File: src/rtl/sram_test_sequencer.sv
// Write/read-back pattern sequencer driving the SRAM controller handshake.
// Reports pass/fail, a saturating mismatch count and the first failing location.
module sram_test_sequencer #(
    parameter int unsigned ADDR_WIDTH = 19,
    parameter int unsigned DATA_WIDTH = 8,
    parameter int unsigned LAST_ADDR  = 2**19 - 1,
    parameter int unsigned TIMEOUT    = 255
) (
    input  logic                  clk,
    input  logic                  reset_n,
    input  logic                  test_start,
    input  logic [1:0]            pattern_sel,
    output logic                  start_operation,
    output logic                  rw,
    output logic [ADDR_WIDTH-1:0] address_output,
    output logic [DATA_WIDTH-1:0] data_f2s,
    input  logic                  busy_signal,
    input  logic                  data_ready_signal,
    input  logic [DATA_WIDTH-1:0] data_s2f,
    output logic                  test_busy,
    output logic                  test_done,
    output logic                  test_pass,
    output logic                  timeout_error,
    output logic [15:0]           error_count,
    output logic [ADDR_WIDTH-1:0] first_error_address,
    output logic [DATA_WIDTH-1:0] first_error_data
);

    localparam int unsigned CNT_W = (TIMEOUT > 0) ? $clog2(TIMEOUT + 1) : 1;
    localparam logic [ADDR_WIDTH-1:0] LAST   = ADDR_WIDTH'(LAST_ADDR);
    localparam logic [CNT_W-1:0]      TO_LIM = CNT_W'(TIMEOUT - 1);
    localparam logic [15:0]           ERR_MAX = 16'hFFFF;

    typedef enum logic [2:0] {
        S_IDLE,
        S_WR_REQ,
        S_WR_WAIT_BUSY,
        S_WR_WAIT_DONE,
        S_RD_REQ,
        S_RD_WAIT_BUSY,
        S_RD_WAIT_READY,
        S_DONE
    } state_t;

    state_t                r_state;
    logic [1:0]            r_pattern;
    logic [ADDR_WIDTH-1:0] r_addr;
    logic                  r_start;
    logic                  r_rw;
    logic [DATA_WIDTH-1:0] r_data;
    logic                  r_busy;
    logic                  r_done;
    logic                  r_pass;
    logic                  r_timeout;
    logic [15:0]           r_err_cnt;
    logic [ADDR_WIDTH-1:0] r_first_addr;
    logic [DATA_WIDTH-1:0] r_first_data;
    logic [CNT_W-1:0]      r_cnt;
    logic                  r_rd_seen;

    state_t                w_state_nxt;
    logic [1:0]            w_pattern_nxt;
    logic [ADDR_WIDTH-1:0] w_addr_nxt;
    logic                  w_start_nxt;
    logic                  w_rw_nxt;
    logic [DATA_WIDTH-1:0] w_data_nxt;
    logic                  w_busy_nxt;
    logic                  w_done_nxt;
    logic                  w_pass_nxt;
    logic                  w_timeout_nxt;
    logic [15:0]           w_err_nxt;
    logic [ADDR_WIDTH-1:0] w_first_addr_nxt;
    logic [DATA_WIDTH-1:0] w_first_data_nxt;
    logic [CNT_W-1:0]      w_cnt_nxt;
    logic                  w_rd_seen_nxt;
    logic                  w_to_hit;
    logic                  w_last;
    logic [ADDR_WIDTH-1:0] w_addr_inc;
    logic [DATA_WIDTH-1:0] w_expected;

    function automatic logic [DATA_WIDTH-1:0] f_pattern(input logic [1:0] sel,
                                                        input logic [ADDR_WIDTH-1:0] a);
        case (sel)
            2'd0:    return DATA_WIDTH'(a[7:0]);
            2'd1:    return a[0] ? DATA_WIDTH'(8'hAA) : DATA_WIDTH'(8'h55);
            2'd2:    return DATA_WIDTH'(8'h00);
            default: return DATA_WIDTH'(~a[7:0]);
        endcase
    endfunction

    assign w_to_hit   = (r_cnt == TO_LIM);
    assign w_last     = (r_addr == LAST);
    assign w_addr_inc = r_addr + ADDR_WIDTH'(1);
    assign w_expected = f_pattern(r_pattern, r_addr);

    // Next-state and next-output logic; every output is registered from these.
    always_comb begin
        w_state_nxt      = r_state;
        w_pattern_nxt    = r_pattern;
        w_addr_nxt       = r_addr;
        w_start_nxt      = 1'b0;
        w_rw_nxt         = r_rw;
        w_data_nxt       = r_data;
        w_done_nxt       = r_done;
        w_timeout_nxt    = r_timeout;
        w_err_nxt        = r_err_cnt;
        w_first_addr_nxt = r_first_addr;
        w_first_data_nxt = r_first_data;
        w_cnt_nxt        = '0;
        w_rd_seen_nxt    = r_rd_seen;

        case (r_state)
            S_IDLE, S_DONE: begin
                if (test_start && !busy_signal) begin
                    w_pattern_nxt    = pattern_sel;
                    w_err_nxt        = '0;
                    w_first_addr_nxt = '0;
                    w_first_data_nxt = '0;
                    w_timeout_nxt    = 1'b0;
                    w_done_nxt       = 1'b0;
                    w_addr_nxt       = '0;
                    w_start_nxt      = 1'b1;
                    w_rw_nxt         = 1'b0;
                    w_data_nxt       = f_pattern(pattern_sel, '0);
                    w_state_nxt      = S_WR_REQ;
                end
            end
            S_WR_REQ: w_state_nxt = S_WR_WAIT_BUSY;
            S_WR_WAIT_BUSY: begin
                if (busy_signal) begin
                    w_state_nxt = S_WR_WAIT_DONE;
                end else if (w_to_hit) begin
                    w_state_nxt   = S_DONE;
                    w_timeout_nxt = 1'b1;
                    w_done_nxt    = 1'b1;
                end else begin
                    w_cnt_nxt = r_cnt + CNT_W'(1);
                end
            end
            S_WR_WAIT_DONE: begin
                if (!busy_signal) begin
                    w_start_nxt = 1'b1;
                    if (w_last) begin
                        w_addr_nxt  = '0;
                        w_rw_nxt    = 1'b1;
                        w_state_nxt = S_RD_REQ;
                    end else begin
                        w_addr_nxt  = w_addr_inc;
                        w_rw_nxt    = 1'b0;
                        w_data_nxt  = f_pattern(r_pattern, w_addr_inc);
                        w_state_nxt = S_WR_REQ;
                    end
                end else if (w_to_hit) begin
                    w_state_nxt   = S_DONE;
                    w_timeout_nxt = 1'b1;
                    w_done_nxt    = 1'b1;
                end else begin
                    w_cnt_nxt = r_cnt + CNT_W'(1);
                end
            end
            S_RD_REQ: begin
                w_rd_seen_nxt = 1'b0;
                w_state_nxt   = S_RD_WAIT_BUSY;
            end
            S_RD_WAIT_BUSY: begin
                if (busy_signal) begin
                    w_state_nxt = S_RD_WAIT_READY;
                end else if (w_to_hit) begin
                    w_state_nxt   = S_DONE;
                    w_timeout_nxt = 1'b1;
                    w_done_nxt    = 1'b1;
                end else begin
                    w_cnt_nxt = r_cnt + CNT_W'(1);
                end
            end
            S_RD_WAIT_READY: begin
                // Compare once per read; advance only after the controller has also gone idle.
                if (data_ready_signal && !r_rd_seen) begin
                    w_rd_seen_nxt = 1'b1;
                    if (data_s2f != w_expected) begin
                        if (r_err_cnt != ERR_MAX) begin
                            w_err_nxt = r_err_cnt + 16'd1;
                        end
                        if (r_err_cnt == 16'd0) begin
                            w_first_addr_nxt = r_addr;
                            w_first_data_nxt = data_s2f;
                        end
                    end
                end
                if ((data_ready_signal || r_rd_seen) && !busy_signal) begin
                    if (w_last) begin
                        w_done_nxt  = 1'b1;
                        w_state_nxt = S_DONE;
                    end else begin
                        w_addr_nxt  = w_addr_inc;
                        w_start_nxt = 1'b1;
                        w_rw_nxt    = 1'b1;
                        w_state_nxt = S_RD_REQ;
                    end
                end else if (w_to_hit) begin
                    w_state_nxt   = S_DONE;
                    w_timeout_nxt = 1'b1;
                    w_done_nxt    = 1'b1;
                end else begin
                    w_cnt_nxt = r_cnt + CNT_W'(1);
                end
            end
            default: w_state_nxt = S_IDLE;
        endcase

        w_busy_nxt = (w_state_nxt != S_IDLE) && (w_state_nxt != S_DONE);
        w_pass_nxt = w_done_nxt && (w_err_nxt == 16'd0) && !w_timeout_nxt;
    end

    always_ff @(posedge clk or negedge reset_n) begin
        if (!reset_n) begin
            r_state      <= S_IDLE;
            r_pattern    <= '0;
            r_addr       <= '0;
            r_start      <= 1'b0;
            r_rw         <= 1'b1;
            r_data       <= '0;
            r_busy       <= 1'b0;
            r_done       <= 1'b0;
            r_pass       <= 1'b0;
            r_timeout    <= 1'b0;
            r_err_cnt    <= '0;
            r_first_addr <= '0;
            r_first_data <= '0;
            r_cnt        <= '0;
            r_rd_seen    <= 1'b0;
        end else begin
            r_state      <= w_state_nxt;
            r_pattern    <= w_pattern_nxt;
            r_addr       <= w_addr_nxt;
            r_start      <= w_start_nxt;
            r_rw         <= w_rw_nxt;
            r_data       <= w_data_nxt;
            r_busy       <= w_busy_nxt;
            r_done       <= w_done_nxt;
            r_pass       <= w_pass_nxt;
            r_timeout    <= w_timeout_nxt;
            r_err_cnt    <= w_err_nxt;
            r_first_addr <= w_first_addr_nxt;
            r_first_data <= w_first_data_nxt;
            r_cnt        <= w_cnt_nxt;
            r_rd_seen    <= w_rd_seen_nxt;
        end
    end

    assign start_operation     = r_start;
    assign rw                  = r_rw;
    assign address_output      = r_addr;
    assign data_f2s            = r_data;
    assign test_busy           = r_busy;
    assign test_done           = r_done;
    assign test_pass           = r_pass;
    assign timeout_error       = r_timeout;
    assign error_count         = r_err_cnt;
    assign first_error_address = r_first_addr;
    assign first_error_data    = r_first_data;

endmodule

File: config.mk
export PLATFORM = sky130hd
export DESIGN_NAME = sram_test_sequencer
export DESIGN_NICKNAME = d
export VERILOG_FILES = /design/src/rtl/sram_test_sequencer.sv
export SDC_FILE = /design/constraint.sdc
export NUM_CORES = 1
export LEC_CHECK = 0
export ABC_AREA = 1
export CAP_MARGIN = 20
export CORE_MARGIN = 2
export CORE_UTILIZATION = 53
export CTS_CLUSTER_DIAMETER = 150
export DETAILED_ROUTE_END_ITERATION = 7
export PLACE_DENSITY = 0.81
export SETUP_SLACK_MARGIN = 0.5
export SYNTH_ARGS = -nofsm -noshare
export SYNTH_HDL_FRONTEND = slang
export SYNTH_SLANG_ARGS = --single-unit
File: constraint.sdc
create_clock -name clk -period 2.37 [get_ports clk]
set_clock_uncertainty 0.1 [all_clocks]
set_input_delay 0.237 -clock clk [delete_from_list [all_inputs] [get_ports clk]]
set_output_delay 0.237 -clock clk [all_outputs]
set_load 0.05 [all_outputs]
==> flow_summary.yaml <==
synth:
  syn_avg_cell_area_um2: 7.34
  syn_inst: 702
  synth_top_area_cell: "dfrtp_1"
  synthTopCellsByCount: "211 x nand2_1, 89 x dfrtp_1, 85 x inv_1, 67 x nor2_1, 51 x nand3_1"
  ys_top_cells_by_area: "dfrtp_1 43%, nand2_1 15%, inv_1 6.2%"
  synth_flop_cell: "dfrtp_1"
  yosysWarnings: 0
  ys_types: 46
  synth.yosys.seq_area_share: 0.437
  synth-edff-count: 0
  yosysMostFrequentCell: "nand2_1"
  yosys_register_bits: 90
  synth_fp_nets: 722
  syn_area_um2: 5150
  synth_top_area_share: 0.432
  synthArstFlopShare: 1.00
drt:
  first_pass_iters: 6
  ant_nets: 0
  wl_mm: 21.8
  viasPerCell: 6.20
  vias: 6280
  routedWlPerCell_um: 21.5
  drc: 0
  dr.first_iter.drc_count: 698
clock_tree:
  cts_tree: "yes"
  cts_made_buffers: 9
  cts_root_buffer: "clkbuf_8"
  cts_sinks: 90
  clock_latency_ps: 390
  clk_path_buf_depth: 2
  htree_levels: 3
  clkTransAtPathRegs_ps: 120
cells_and_area:
  postLayoutCoreUtil: 0.873
  ff_latch_area_um2: 2270
  final_cell_count_no_fill: 1013
  nets: 899
  drive_above_1_share: 0.314
  multi_input_area_um2: 3110
  area_delta_synth_final_pct: 58.1
  fill_cells: 440
  final_area_um2: 8150
  n_antenna_cell: 0
worst_setup_path:
  critical_path.max_fanout: 8
  crit_required_ps: 2500
  start_kind: "register"
  crit_type: "reg -> reg"
  rrSetupSlack_ps: -560
  timing.critical_path.arrival_ps: 3060
  cp-end-kind: "register"
global_route:
  grt_overflow: 0
  grtUsageTotal: 0.303
  grt_max_degree: 55
  grt_pass1_wl_mm: 25.0
  antenna_found_initial: 0
  grt_pass1_vias: 5307
timing:
  drv_slew: 0
  fmax_mhz: 342
  rsz0062_at_grt: "true"
  timing.final.ws_setup_ps: -558
  layout_min_cycle_time_ps: 2930
  tightest_slew_ps: 575
  setup_tns_ps: -12210
  setup_viol: 52
  hold_violations: 0
  slew_headroom: 0.617
  fin_crit_sh: 1.24
floorplanning:
  die_h_um: 103
  fp.dieArea_um2: 10500
  num_io_pins: 91
  placementRows: 35
  core-area_um2: 9330
  initial_utilization: 0.552
  die_x_um: 103
placement:
  port_buffers: 90
  preCtsSetupSlack_ps: -181
  place.gp.congestion: 0.956
  placed_cell_area_um2: 6630
  dpl.cell_count: 946
  hpwl_mm: 10.6
worst_hold_path:
  hp-class: "in -> async"
run:
  cap_violations: 0
outcome:
  violations: "setup timing"
  outcome: "finished with violations"
pwr:
  ir_worst_vdd_mv: 0.905
  power_density_nw_per_um2: 1150
  power.leakage_nw: 4.90
-- layout by cell type, fill, tap and decap left out, types with 9 or more instances in the layout --
master and instances:
nor2_2 20, dfrtp_2 13, inv_1 70, dfrtp_1 75
o21ai_1 33, clkbuf_8 9, clkdlybuf4s50_1 14, xor2_1 9
dlymetal6s2s_1 74, inv_2 10, nor2_1 39, nand2_1 173
a21oi_2 9, nand4_1 19, buf_4 61, o21ai_2 11
nor3_1 10, nor2_4 9, buf_6 19, o21ai_0 12
nand3_1 34, nand2_2 31, a21oi_1 11, nand3_2 16
-- cells by family after synthesis --
logic type / share of synthesized area
AO/OA/AOI/OAI: 0.111
adder cells (fa/ha/maj): 0.0121
XOR/XNOR: 0.0255
AND/OR/NAND/NOR: 0.325
buffers and inverters: 0.0884
flip-flops: 0.437
-- worst max-delay path, stage by stage (launching register included) --
cell       delay, ps
dfrtp_2          510
buf_12           180
nand2_2           70
nand2_2           70
nand2_1          110
nand2_1           90
nand2_1          110
inv_1             80
nand2_2           90
nor2_4            50
nand2_4          130
buf_6            140
nand2_8           60
nor4_4           270
o21ai_4           90
buf_12           150
clkbuf_16        160
nand2_1          130
o21ai_1          160
-- layer usage --
layer | vias to the layer above | GRT usage | routed length [µm]
met4 | 0 | 0.119 | 1670
met3 | 177 | 0.0420 | 2240
li1 | 2650 | - | -
met5 | - | 0 | 0
met1 | 2919 | 0.371 | 7420
met2 | 534 | 0.541 | 10400
-- through the flow --
stage | power [mW] | hold WS, ps
2_1_floorplan | 5.14 | -159
3_3_place_gp | 6.25 | 158
3_5_place_dp | 6.32 | 162
4_1_cts | 7.75 | 291
5_1_grt | 9.66 | 360
6_report | 9.33 | 281
-- area by class of cell --
cell class,instances,area share
clock buffer,9,0.0152
clock inverter,7,0.0114
inverter,87,0.0435
multi-input combinational,507,0.381
sequential,90,0.279
tap,129,0.0198
timing repair buffer,182,0.248
timing repair inverter,2,0.00200
-- power by group --
| group | switching [mW] | internal (mW) |
|---|---|---|
| combinational | 3.78 | 2.13 |
| clock | 0.663 | 0.518 |
| sequential | 0.367 | 1.87 |
| total | 4.81 | 4.52 |
-- final timing paths --
check,cells after the start,endpoint,from
setup / recovery,18,first_error_address[7],r_pattern[0]
hold / removal,2,first_error_address[17],reset_n
setup reg to reg,18,first_error_address[7],r_pattern[0]
hold reg to reg,1,r_cnt[0],r_cnt[0]
max in group asynchronous,3,rw,reset_n
min in group clk,3,first_error_data[2],data_s2f[2]
-- registers in the layout (all words and copies together), names as in the netlist, 2 cells and up --
name,count
first_error_data,8
error_count,16
address_output,19
r_state,3
first_error_address,19
r_pattern,2
data_f2s,8
r_cnt,8
-- timing repair --
action,4_1_cts,5_1_grt
setup endpoints to repair,148,162
resized for setup,32,215
buffers inserted,18,22
endpoints found under the hold margin,43,0
pin swaps,11,59
hold buffers,1,0
gates cloned,1,9
(Power assumes the default switching activity.)
